<file path="config.mk">
export PLATFORM = sky130hd
export DESIGN_NAME = ram_access_ctrl
export DESIGN_NICKNAME = d
export VERILOG_FILES = /design/src/rtl/ram_access_ctrl_pkg.sv /design/src/rtl/ram_sweep_cnt.sv /design/src/rtl/ram_access_ctrl.sv
export SDC_FILE = /design/constraint.sdc
export NUM_CORES = 1
export LEC_CHECK = 0
export BUFFER_PORTS_ARGS = -buffer_cell sky130_fd_sc_hd__buf_2
export CAP_MARGIN = 30
export CORE_MARGIN = 8
export CORE_UTILIZATION = 28
export DETAILED_ROUTE_END_ITERATION = 7
export HOLD_SLACK_MARGIN = 0.1
export PLACE_DENSITY = 0.85
export SETUP_SLACK_MARGIN = 0.2
export SYNTH_ARGS = -nofsm -noshare
export SYNTH_HDL_FRONTEND = slang
export SYNTH_SLANG_ARGS = --single-unit
</file>
<file path="constraint.sdc">
create_clock -name clk -period 2.83 [get_ports clk]
set_input_delay 0.4245 -clock clk [delete_from_list [all_inputs] [get_ports clk]]
set_output_delay 0.4245 -clock clk [all_outputs]
set_load 0.005 [all_outputs]
</file>
<file path="src/rtl/ram_access_ctrl_pkg.sv">
// Shared types for the block-RAM access controller.
// Contents: state_e, the controller state encoding (ST_IDLE, ST_CLEAR).
package ram_access_ctrl_pkg;

  typedef enum logic {
    ST_IDLE  = 1'b0,
    ST_CLEAR = 1'b1
  } state_e;

endpackage : ram_access_ctrl_pkg

</file>
<file path="src/rtl/ram_sweep_cnt.sv">
// Loadable address counter that steps the clear sweep through the RAM.
// The module exists only when RAM_ACCESS_CTRL_CLEAR_EN is defined.
// Ports:
//   clk, rst  clock and asynchronous active-high reset
//   load_i    synchronously loads the counter with 0 (has priority over en_i)
//   en_i      increments the counter by one
//   cnt_o     current sweep address
//   tc_o      terminal count, high while cnt_o == DEPTH-1
`ifdef RAM_ACCESS_CTRL_CLEAR_EN
module ram_sweep_cnt #(
  parameter int unsigned ADDRESSWIDTH = 6,
  parameter int unsigned DEPTH        = 34
) (
  input  logic                    clk,
  input  logic                    rst,
  input  logic                    load_i,
  input  logic                    en_i,
  output logic [ADDRESSWIDTH-1:0] cnt_o,
  output logic                    tc_o
);

  logic [ADDRESSWIDTH-1:0] cnt_q;
  logic [ADDRESSWIDTH-1:0] cnt_d;

  // Next count: a load wins over an increment.
  always_comb begin
    cnt_d = cnt_q;
    if (load_i) begin
      cnt_d = '0;
    end else if (en_i) begin
      cnt_d = cnt_q + ADDRESSWIDTH'(1);
    end
  end

  always_ff @(posedge clk or posedge rst) begin
    if (rst) begin
      cnt_q <= '0;
    end else begin
      cnt_q <= cnt_d;
    end
  end

  assign cnt_o = cnt_q;
  assign tc_o  = (cnt_q == ADDRESSWIDTH'(DEPTH - 1));

endmodule : ram_sweep_cnt
`endif

</file>
<file path="src/rtl/ram_access_ctrl.sv">
// Initiator-side controller for a single-clock block RAM whose read address
// is registered (data appears one cycle after the address is presented).
// Requests arrive over a valid/ready handshake; reads answer one cycle later.
// Optional clear sweep, built only when RAM_ACCESS_CTRL_CLEAR_EN is defined,
// fills every valid word with a constant.
// Ports:
//   clk, rst                         clock, asynchronous active-high reset
//   req_valid/req_we/req_addr/req_data  request (we=1 write, 0 read)
//   req_ready                        request accepted on valid & ready
//   rsp_valid/rsp_data               read response (data 0 when not valid)
//   addr_err                         pulse after accepting addr >= DEPTH
//   clr_start/clr_value              start a clear sweep with a fill value
//   busy/clr_done                    sweep running / one-cycle end pulse
//   ram_we/ram_a/ram_din/ram_spo     RAM port
module ram_access_ctrl #(
  parameter int unsigned ADDRESSWIDTH = 6,
  parameter int unsigned BITWIDTH     = 10,
  parameter int unsigned DEPTH        = 34
) (
  input  logic                    clk,
  input  logic                    rst,
  input  logic                    req_valid,
  input  logic                    req_we,
  input  logic [ADDRESSWIDTH-1:0] req_addr,
  input  logic [BITWIDTH-1:0]     req_data,
  output logic                    req_ready,
  output logic                    rsp_valid,
  output logic [BITWIDTH-1:0]     rsp_data,
  output logic                    addr_err,
  input  logic                    clr_start,
  input  logic [BITWIDTH-1:0]     clr_value,
  output logic                    busy,
  output logic                    clr_done,
  output logic                    ram_we,
  output logic [ADDRESSWIDTH-1:0] ram_a,
  output logic [BITWIDTH-1:0]     ram_din,
  input  logic [BITWIDTH-1:0]     ram_spo
);
  import ram_access_ctrl_pkg::*;

  logic req_fire_c;
  logic in_range_c;
  logic rsp_valid_q;
  logic rsp_oor_q;
  logic addr_err_q;

  assign in_range_c = (32'(req_addr) < DEPTH);
  assign req_fire_c = req_valid & req_ready;

`ifdef RAM_ACCESS_CTRL_CLEAR_EN
  state_e                  state_q;
  logic [BITWIDTH-1:0]     clr_value_q;
  logic                    clr_done_q;
  logic [ADDRESSWIDTH-1:0] sweep_cnt;
  logic                    sweep_tc;
  logic                    sweep_load_c;

  // A clear request wins over a simultaneous access request.
  assign sweep_load_c = (state_q == ST_IDLE) & clr_start;
  assign req_ready    = ~rst & (state_q == ST_IDLE) & ~clr_start;
  assign busy         = (state_q == ST_CLEAR);
  assign clr_done     = clr_done_q;

  ram_sweep_cnt #(
    .ADDRESSWIDTH (ADDRESSWIDTH),
    .DEPTH        (DEPTH)
  ) u_sweep_cnt (
    .clk    (clk),
    .rst    (rst),
    .load_i (sweep_load_c),
    .en_i   (busy),
    .cnt_o  (sweep_cnt),
    .tc_o   (sweep_tc)
  );

  // Sweep FSM; the fill value is captured at start so it may change afterwards.
  always_ff @(posedge clk or posedge rst) begin
    if (rst) begin
      state_q     <= ST_IDLE;
      clr_value_q <= '0;
      clr_done_q  <= 1'b0;
    end else begin
      clr_done_q <= 1'b0;
      case (state_q)
        ST_IDLE: begin
          if (clr_start) begin
            state_q     <= ST_CLEAR;
            clr_value_q <= clr_value;
          end
        end
        ST_CLEAR: begin
          if (sweep_tc) begin
            state_q    <= ST_IDLE;
            clr_done_q <= 1'b1;
          end
        end
        default: state_q <= ST_IDLE;
      endcase
    end
  end
`else
  logic unused_clr_c;

  assign unused_clr_c = ^{clr_start, clr_value};
  assign req_ready    = ~rst;
  assign busy         = 1'b0;
  assign clr_done     = 1'b0;
`endif

  // RAM port: sweep writes while busy, else pass accepted in-range requests.
  always_comb begin
    ram_we  = 1'b0;
    ram_a   = '0;
    ram_din = '0;
    if (req_fire_c && in_range_c) begin
      ram_we  = req_we;
      ram_a   = req_addr;
      ram_din = req_we ? req_data : '0;
    end
`ifdef RAM_ACCESS_CTRL_CLEAR_EN
    if (busy) begin
      ram_we  = 1'b1;
      ram_a   = sweep_cnt;
      ram_din = clr_value_q;
    end
`endif
  end

  // Response/error flags line up with the RAM's one-cycle read latency.
  always_ff @(posedge clk or posedge rst) begin
    if (rst) begin
      rsp_valid_q <= 1'b0;
      rsp_oor_q   <= 1'b0;
      addr_err_q  <= 1'b0;
    end else begin
      rsp_valid_q <= req_fire_c & ~req_we;
      rsp_oor_q   <= req_fire_c & ~req_we & ~in_range_c;
      addr_err_q  <= req_fire_c & ~in_range_c;
    end
  end

  assign rsp_valid = rsp_valid_q;
  // Out-of-range reads return zero instead of whatever word the RAM presents.
  assign rsp_data  = (rsp_valid_q && !rsp_oor_q) ? ram_spo : '0;
  assign addr_err  = addr_err_q;

endmodule : ram_access_ctrl

</file>
==> reports/metrics.cfg <==
[timing]
setup_viol=0
rsz0062_at_grt=no
final_max_slew_viol_count=0
tightest_slew_ps=704
finalCritPeriodShare_pct=83.0
setup_tns_ps=0
hold_viol=0
fmax_mhz=426
timing.slew.headroom_pct=53.1
fin_crit_ps=2350
fin_hold_ws_ps=522

[floorplan]
die_w_um=54.6
start_util_pct=28.7
die_h_um=54.6
pin_count=73
core_um2=1450
die_area_um2=2980
fp-row-count=14

[route]
wire_per_inst_um=13.8
vias_per_cell=4.53
wirelength_um=1800
ant_nets=0
num_vias=589
drt_pre_antenna_iters=3
drc=0
drtIter0Drc=2

[worst_setup_path]
startpoint_type=input pin
critPathKind=in2out
path_max_fanout=20
arrival_ps=1930
end_kind=primary output
critical_path_required_ps=2410

[outcome]
status=complete, no violations

[finish]
num-fill-cells=153
postLayoutCoreUtil_pct=50.8
drive_gt1_share_pct=64.0
area_delta_synth_final_pct=76.6
nets=156
antennaDiodeCount=0

[cts]
path_clk_slew_ps=30
cts_buffers=3
root_buffer=clkbuf_4
clk_path_buf_depth=2
cts_tree=done
cts.htree.levels=1
clkSinkCount=3

[grt]
grt_overflow=0
grt_max_degree=21
grt_pass1_wl_um=2650
grtUsageTotal_pct=11.9
first_global_vias=623
antenna_found_initial=0

[hold_path]
hp-class=in2reg
hold-path-cell-count=3

[logic_synthesis]
yosys_warnings=0
synth_seq_cells=3
netlist_area_um2=418
synth_top_area_share_pct=24.0
seq_area_frac_synth_pct=18.0
ys_types=16
synth_area_leader_cell=nor3_2
synth_area_per_cell_um2=7.60
synthTopCellsByArea=nor3_2 24%, dfrtp_1 18%, and2_1 15%
netlist_instances=55

[power_and_ir_drop]
leakagePower_nw=0.432
peakVddDrop_mv=0.0809
power.total_uw=184
cellPowerDensity_nw_per_um2=250

[place]
gp_congestion=0.609
place.port_buffers=59
hpwlAfterDp_um=1550

[job]
maxCapViolations=0

-- flip-flops by register name (all words and copies together), names as in the netlist --
signal,flops
addr_err,1
rsp_oor_q,1
rsp_valid,1
-- cells in the mapped netlist, drive strengths merged --
cell type / count
inv: 1
nor2: 2
clkbuf: 3
nor2b: 1
o41ai: 1
dfrtp: 3
conb: 1
nand2: 10
o41a: 1
and2: 10
nor3b: 7
nand2b: 1
nor3: 11
buf: 3
-- layer usage --
metal	vias up	routed length, µm	track usage (%)
met2	43	964	24.0
li1	297	-	-
met1	247	529	8.78
met3	2	293	5.16
met5	-	0	0
met4	0	9	6.56
-- cells in the final DEF, fill, tap and decap left out --
cell type,netlist,layout
buf_2,0,59
nand2_1,10,10
nor3_2,10,10
and2_1,10,10
nor3b_1,7,7
dfrtp_1,3,3
clkbuf_4,0,3
nor2_1,2,2
conb_1,1,2
o41a_1,1,1
nand2b_2,0,1
nor2b_1,1,1
inv_1,1,1
o41ai_1,1,1
nor3_1,1,1
clkbuf_1,3,1
dlygate4sd3_1,0,1
-- final cells by class --
class                      count  area [µm²]  area share (%)
multi-input combinational     46         308            41.7
clock buffer                   4        26.3            3.56
inverter                       1        3.75           0.508
tap                           16        20.0            2.71
sequential                     3        75.1            10.2
timing repair buffer          60         305            41.4
-- repair_timing --
item / in CTS / in global routing
hold buffers: 1 / 0
gates resized for setup: 0 / 1
endpoints found under the setup margin: 0 / 9
hold endpoints to repair: 3 / 0
setup buffers: 0 / 0
-- final timing paths --
kind                              from  slack [ps]             endpoint
worst max-delay path               rst         480             ram_a[3]
worst min-delay path       req_addr[1]         520   addr_err$_DFF_PP0_
max in group asynchronous          rst        2060   addr_err$_DFF_PP0_
min in group asynchronous          rst         620  rsp_oor_q$_DFF_PP0_
-- report_power, final --
part	switching, mW	internal, mW
Clock	0.0217	0.0528
Combinational	0.0337	0.0312
Sequential	0.000366	0.0446
-- metrics by stage --
step / instance area, µm² / setup slack, ps / std cells
6_report: 738 / 480 / 130
5_1_grt: 738 / 402 / 130
4_1_cts: 736 / 248 / 130
3_5_place_dp: 699 / 752 / 125
3_3_place_gp: 699 / 791 / 125
2_1_floorplan: 422 / 1180 / 56
-- worst max-delay path: stages --
cell and delay [ps]:
dlygate4sd3_1 540, buf_2 130, nand2b_2 390, nor3b_1 290, buf_2 150
-- logic make-up after synthesis --
kind of cell	synth area share, %
buf+inv	9.88
simple gates	66.5
compound gates	4.79
other cells	0.897
flops	18.0
(Power assumes the default switching activity.)
